==> src/rtl/button_debouncer_pkg.sv <==
// Shared definitions for the push-button debouncer: FSM state encodings
// (also used to decode state in waveforms) and the default qualification length.
package button_debouncer_pkg;

   typedef enum logic [1:0] {
      IDLE_LOW   = 2'd0,
      CHECK_HIGH = 2'd1,
      IDLE_HIGH  = 2'd2,
      CHECK_LOW  = 2'd3
   } db_state_e;

   localparam int unsigned DEFAULT_DEBOUNCE_CYCLES = 4;

endpackage

==> src/rtl/button_debouncer_if.sv <==
// Button signal bundle: raw level in, clean press/release pulses and level out.
// master = debouncer (producer), slave = consumer / stimulus side.
interface button_debouncer_if;

   logic sRawButton;
   logic sButton;
   logic sRelease;
   logic sLevel;

   modport master (
      input  sRawButton,
      output sButton,
      output sRelease,
      output sLevel
   );

   modport slave (
      output sRawButton,
      input  sButton,
      input  sRelease,
      input  sLevel
   );

endinterface

==> src/rtl/button_debouncer_sync_2ff.sv <==
// Generic two-flop synchronizer for asynchronous inputs on the sClk domain.
module sync_2ff #(
   parameter int unsigned WIDTH = 1
) (
   input  logic             sClk,
   input  logic             sReset,
   input  logic [WIDTH-1:0] i_async,
   output logic [WIDTH-1:0] o_sync
);

   logic [WIDTH-1:0] r_sync0;
   logic [WIDTH-1:0] r_sync1;

   // first stage may go metastable; only the second stage is consumed
   always_ff @(posedge sClk or posedge sReset) begin
      if (sReset) begin
         r_sync0 <= '0;
         r_sync1 <= '0;
      end else begin
         r_sync0 <= i_async;
         r_sync1 <= r_sync0;
      end
   end

   assign o_sync = r_sync1;

endmodule

==> src/rtl/button_debouncer.sv <==
// Debounces a raw push-button: synchronizes it, qualifies each new level for
// DEBOUNCE_CYCLES samples, and emits one-cycle press/release pulses.
module button_debouncer
   import button_debouncer_pkg::*;
#(
   parameter int unsigned DEBOUNCE_CYCLES = DEFAULT_DEBOUNCE_CYCLES
) (
   input  logic                sClk,
   input  logic                sReset,
   button_debouncer_if.master  bus
);

   localparam int unsigned         CNT_W    = $clog2(DEBOUNCE_CYCLES);
   localparam logic [CNT_W-1:0]    CNT_ZERO = '0;
   localparam logic [CNT_W-1:0]    CNT_ONE  = CNT_W'(1);
   localparam logic [CNT_W-1:0]    CNT_LAST = CNT_W'(DEBOUNCE_CYCLES - 1);

   logic             w_sync;
   db_state_e        r_state;
   logic [CNT_W-1:0] r_cnt;
   logic             r_level;
   logic             r_press;
   logic             r_release;

   sync_2ff #(.WIDTH(1)) u_sync (
      .sClk    (sClk),
      .sReset  (sReset),
      .i_async (bus.sRawButton),
      .o_sync  (w_sync)
   );

   // Qualification FSM; a sample back at the current level restarts from IDLE
   always_ff @(posedge sClk or posedge sReset) begin
      if (sReset) begin
         r_state   <= IDLE_LOW;
         r_cnt     <= CNT_ZERO;
         r_level   <= 1'b0;
         r_press   <= 1'b0;
         r_release <= 1'b0;
      end else begin
         r_press   <= 1'b0;
         r_release <= 1'b0;
         case (r_state)
            IDLE_LOW: begin
               if (w_sync) begin
                  r_state <= CHECK_HIGH;
                  r_cnt   <= CNT_ONE;
               end else begin
                  r_cnt   <= CNT_ZERO;
               end
            end
            CHECK_HIGH: begin
               if (!w_sync) begin
                  r_state <= IDLE_LOW;
                  r_cnt   <= CNT_ZERO;
               end else if (r_cnt == CNT_LAST) begin
                  r_state <= IDLE_HIGH;
                  r_cnt   <= CNT_ZERO;
                  r_level <= 1'b1;
                  r_press <= 1'b1;
               end else begin
                  r_cnt   <= r_cnt + CNT_ONE;
               end
            end
            IDLE_HIGH: begin
               if (!w_sync) begin
                  r_state <= CHECK_LOW;
                  r_cnt   <= CNT_ONE;
               end else begin
                  r_cnt   <= CNT_ZERO;
               end
            end
            CHECK_LOW: begin
               if (w_sync) begin
                  r_state <= IDLE_HIGH;
                  r_cnt   <= CNT_ZERO;
               end else if (r_cnt == CNT_LAST) begin
                  r_state   <= IDLE_LOW;
                  r_cnt     <= CNT_ZERO;
                  r_level   <= 1'b0;
                  r_release <= 1'b1;
               end else begin
                  r_cnt     <= r_cnt + CNT_ONE;
               end
            end
            default: begin
               r_state <= IDLE_LOW;
               r_cnt   <= CNT_ZERO;
               r_level <= 1'b0;
            end
         endcase
      end
   end

   assign bus.sButton  = r_press;
   assign bus.sRelease = r_release;
   assign bus.sLevel   = r_level;

endmodule

==> src/flat_wrapper.sv <==
// flat-port wrapper written by rule: the top's interface ports become plain ports
module button_debouncer_flat import button_debouncer_pkg::*;
#(
   parameter int unsigned DEBOUNCE_CYCLES = DEFAULT_DEBOUNCE_CYCLES
)
  (sClk, sReset, bus_sRawButton, bus_sButton, bus_sRelease, bus_sLevel);
  button_debouncer_if bus_i ();
  input  logic sClk;
  input  logic sReset;
  input wire logic [$bits(bus_i.sRawButton)-1:0] bus_sRawButton;
  output wire logic [$bits(bus_i.sButton)-1:0] bus_sButton;
  output wire logic [$bits(bus_i.sRelease)-1:0] bus_sRelease;
  output wire logic [$bits(bus_i.sLevel)-1:0] bus_sLevel;
  assign bus_i.sRawButton = bus_sRawButton;
  assign bus_sButton = bus_i.sButton;
  assign bus_sRelease = bus_i.sRelease;
  assign bus_sLevel = bus_i.sLevel;
  button_debouncer #(.DEBOUNCE_CYCLES(DEBOUNCE_CYCLES)) u_core (.sClk(sClk), .sReset(sReset), .bus(bus_i));
endmodule
==> config.mk <==
export PLATFORM = sky130hd
export DESIGN_NAME = button_debouncer_flat
export DESIGN_NICKNAME = d
export VERILOG_FILES = /design/src/rtl/button_debouncer_pkg.sv /design/src/rtl/button_debouncer_if.sv /design/src/rtl/button_debouncer_sync_2ff.sv /design/src/rtl/button_debouncer.sv /design/src/flat_wrapper.sv
export SDC_FILE = /design/constraint.sdc
export NUM_CORES = 1
export LEC_CHECK = 0
export CAP_MARGIN = 15
export CORE_MARGIN = 2
export CORE_UTILIZATION = 23
export DETAILED_ROUTE_END_ITERATION = 10
export GPL_TIMING_DRIVEN = 0
export RECOVER_POWER = 50
export SLEW_MARGIN = 20
export SYNTH_ARGS = -nofsm -noshare
export SYNTH_HDL_FRONTEND = slang
export SYNTH_SLANG_ARGS = --single-unit
==> constraint.sdc <==
create_clock -name sClk -period 1.3 [get_ports sClk]
set_clock_uncertainty 0.05 [all_clocks]
set_input_delay 0.26 -clock sClk [delete_from_list [all_inputs] [get_ports sClk]]
set_output_delay 0.26 -clock sClk [all_outputs]
set_load 0.01 [all_outputs]
==> results.cfg <==
[timing]
worstMarginPinSlew_ns = 0.327
fin_crit_ns = 1.21
finalSetupViolCount = 0
slew_headroom_pct = 78.2
max_clock_freq_mhz = 824
rsz0062_at_grt = no
fin_setup_tns_ns = 0
timing.hold.ws_ns = 0.301
finalCritPeriodShare_pct = 93.4
hold_viol_final = 0
drv_slew = 0

[logic_synthesis]
netlist_instances = 25
yosys.cell_types.count = 12
synth_enable_flop_cells = 0
async_flop_share_pct = 100
synthMuxAreaShare_pct = 0
yosysWarnings = 0
ys_seq_elements = 9
syn-num-nets = 29
ys_top_cells_by_area = dfrtp_1 (73%), nand2_1 (4.9%), ha_1 (4.0%), a21oi_1 (3.2%), xnor2_1 (2.8%)
synthFlopType = dfrtp_1
synth_top_family_by_area = simple AND/OR/NAND/NOR gates
synth_top_area_share_pct = 72.9
synth_common_cells = dfrtp_1 (9), nand2_1 (4), a21oi_1 (2), nor2_1 (2)
synth_xor_area_share_pct = 2.83
synth_most_common_cell = dfrtp_1
synth_compound_area_share_pct = 7.29
synthSimpleGateAreaFrac_pct = 10.5
syn-cell-area_sq_um = 309
syn_avg_cell_area_sq_um = 12.4
seq_area_frac_synth_pct = 72.9
synthAdderAreaFrac_pct = 4.05
synth.largest_area_cell = dfrtp_1

[finish]
n_antenna_cell = 0
nNetsFinal = 39
area_growth_pct = 29.6
final_layout_size_suffix_gt1_share_pct = 11.8
fin_cells = 49
final_core_util_pct = 31.2
final_area_sq_um = 400

[global_routing]
grt_max_degree = 10
gr-total-overflow = 0
grt_pass1_wl_microns = 759
track_usage_pct = 8.46
grt_pass1_vias = 197
antenna_found_initial = 0

[clocking]
root_buffer = clkbuf_4
post_cts_buffers = 0
clk_latency_ns = 0.25
cts.path.max_buffers = 2
cts_tree = built
numCtsBuffers = 3
postCtsHoldBufs = 0
path_clk_slew_ns = 0.05
ctsHtreeMaxLevel = 1
cts-resized-gates = 3
cts_num_sinks = 9

[power]
p_leak_nw = 0.201
powerDensity_nw_per_um2 = 1980
ir_drop_mv = 0.552

[detailed_routing]
drt-wirelength-per-cell_microns = 8.98
ant_nets = 0
vias_per_cell = 4.18
via_count = 205
drc = 0
detail_route.iter0.violations = 2
drt_wl_total_microns = 440
firstDrtPassIters = 2

[run]
cap_violations = 0

[setup_path]
cp_top_family = flip-flops
path_class = flop to output pin
slowest_stage = dfrtp_1
reg2reg_slack_ns = 0.20
critPathMaxFanout = 2
worstPathArrival_ns = 0.90
cp-end-kind = output pin
startpoint_type = flop
cp.buffers_inverters = 1
crit_required_ns = 0.99
path_cells = dlygate4sd2_1
max_stage_delay_ns = 0.37

[placement]
placed_cells = 45
port_buffers = 5
gp_congestion = 0.618
dp_hpwl_microns = 360
place_area_sq_um = 378

[floorplanning]
die_w_microns = 40.7
initial_core_util_pct = 24.1
dieArea_sq_um = 1650
num_rows = 13
fp.dieH_microns = 40.7
num_io_pins = 6
coreArea_sq_um = 1280

[worst_hold_path]
hold_path_class = flop to flop

[run_status]
status = finished, final reports clean
==> power breakdown <==
group / switching (mW) / internal, mW / leakage, nW
logic: 0.0870 / 0.0797 / 0.0722
registers: 0.0632 / 0.361 / 0.114
clock network: 0.0840 / 0.117 / 0.0150
==> cells in the final DEF, fill, tap and decap left out <==
cell and instances:
a21oi_1 2, clkbuf_1 1, clkbuf_4 3, dfrtp_1 9, dlygate4sd2_1 3, dlygate4sd3_1 2
ha_1 1, inv_1 1, inv_2 1, nand2_1 4, nand3_1 1, nor2_1 2
nor3_1 1, o21ai_1 1, o31ai_1 1, xnor2_1 1
==> layer usage <==
metal	track usage, %	up-vias	wire length, microns
li1	-	100	-
met1	6.10	95	150
met2	12.7	8	232
met3	6.52	2	41
met4	10.0	0	15
met5	0	-	0
==> metrics by stage <==
step,power (mW),setup WS (ns)
after floorplan,0.538,0.291
after global placement,0.600,0.132
after detailed placement,0.618,0.121
after CTS,0.817,0.0674
after global routing,0.868,0.0411
final,0.792,0.0864
==> cell families after synthesis <==
| kind of cell | count (synthesis) |
|---|---|
| compound gates | 4 |
| xor+xnor | 1 |
| fa+ha+maj | 1 |
| buf+inv | 2 |
| flops | 9 |
| simple gates | 8 |
==> final cells by class <==
type	count	area, sq um
repair buffers	5	46.3
clock buffers	4	26.3
well taps	15	18.8
inverters	2	7.51
multi-input cells	14	76.3
flip-flops and latches	9	225
fillers	150	885
==> path summary, 6_finish.rpt <==
path                                        from                   end  depth (start not counted)
setup / recovery               u_core.bus.sLevel            bus_sLevel                          1
hold / removal             u_core.u_sync.r_sync0  u_core.u_sync.o_sync                          0
setup reg to reg                 u_core.r_cnt[0]     u_core.bus.sLevel                          4
hold reg to reg            u_core.u_sync.r_sync0  u_core.u_sync.o_sync                          0
max in group asynchronous                 sReset       u_core.r_cnt[1]                          2
min in group asynchronous                 sReset   u_core.bus.sRelease                          2
Note: power is estimated with default switching activity, not from simulation.
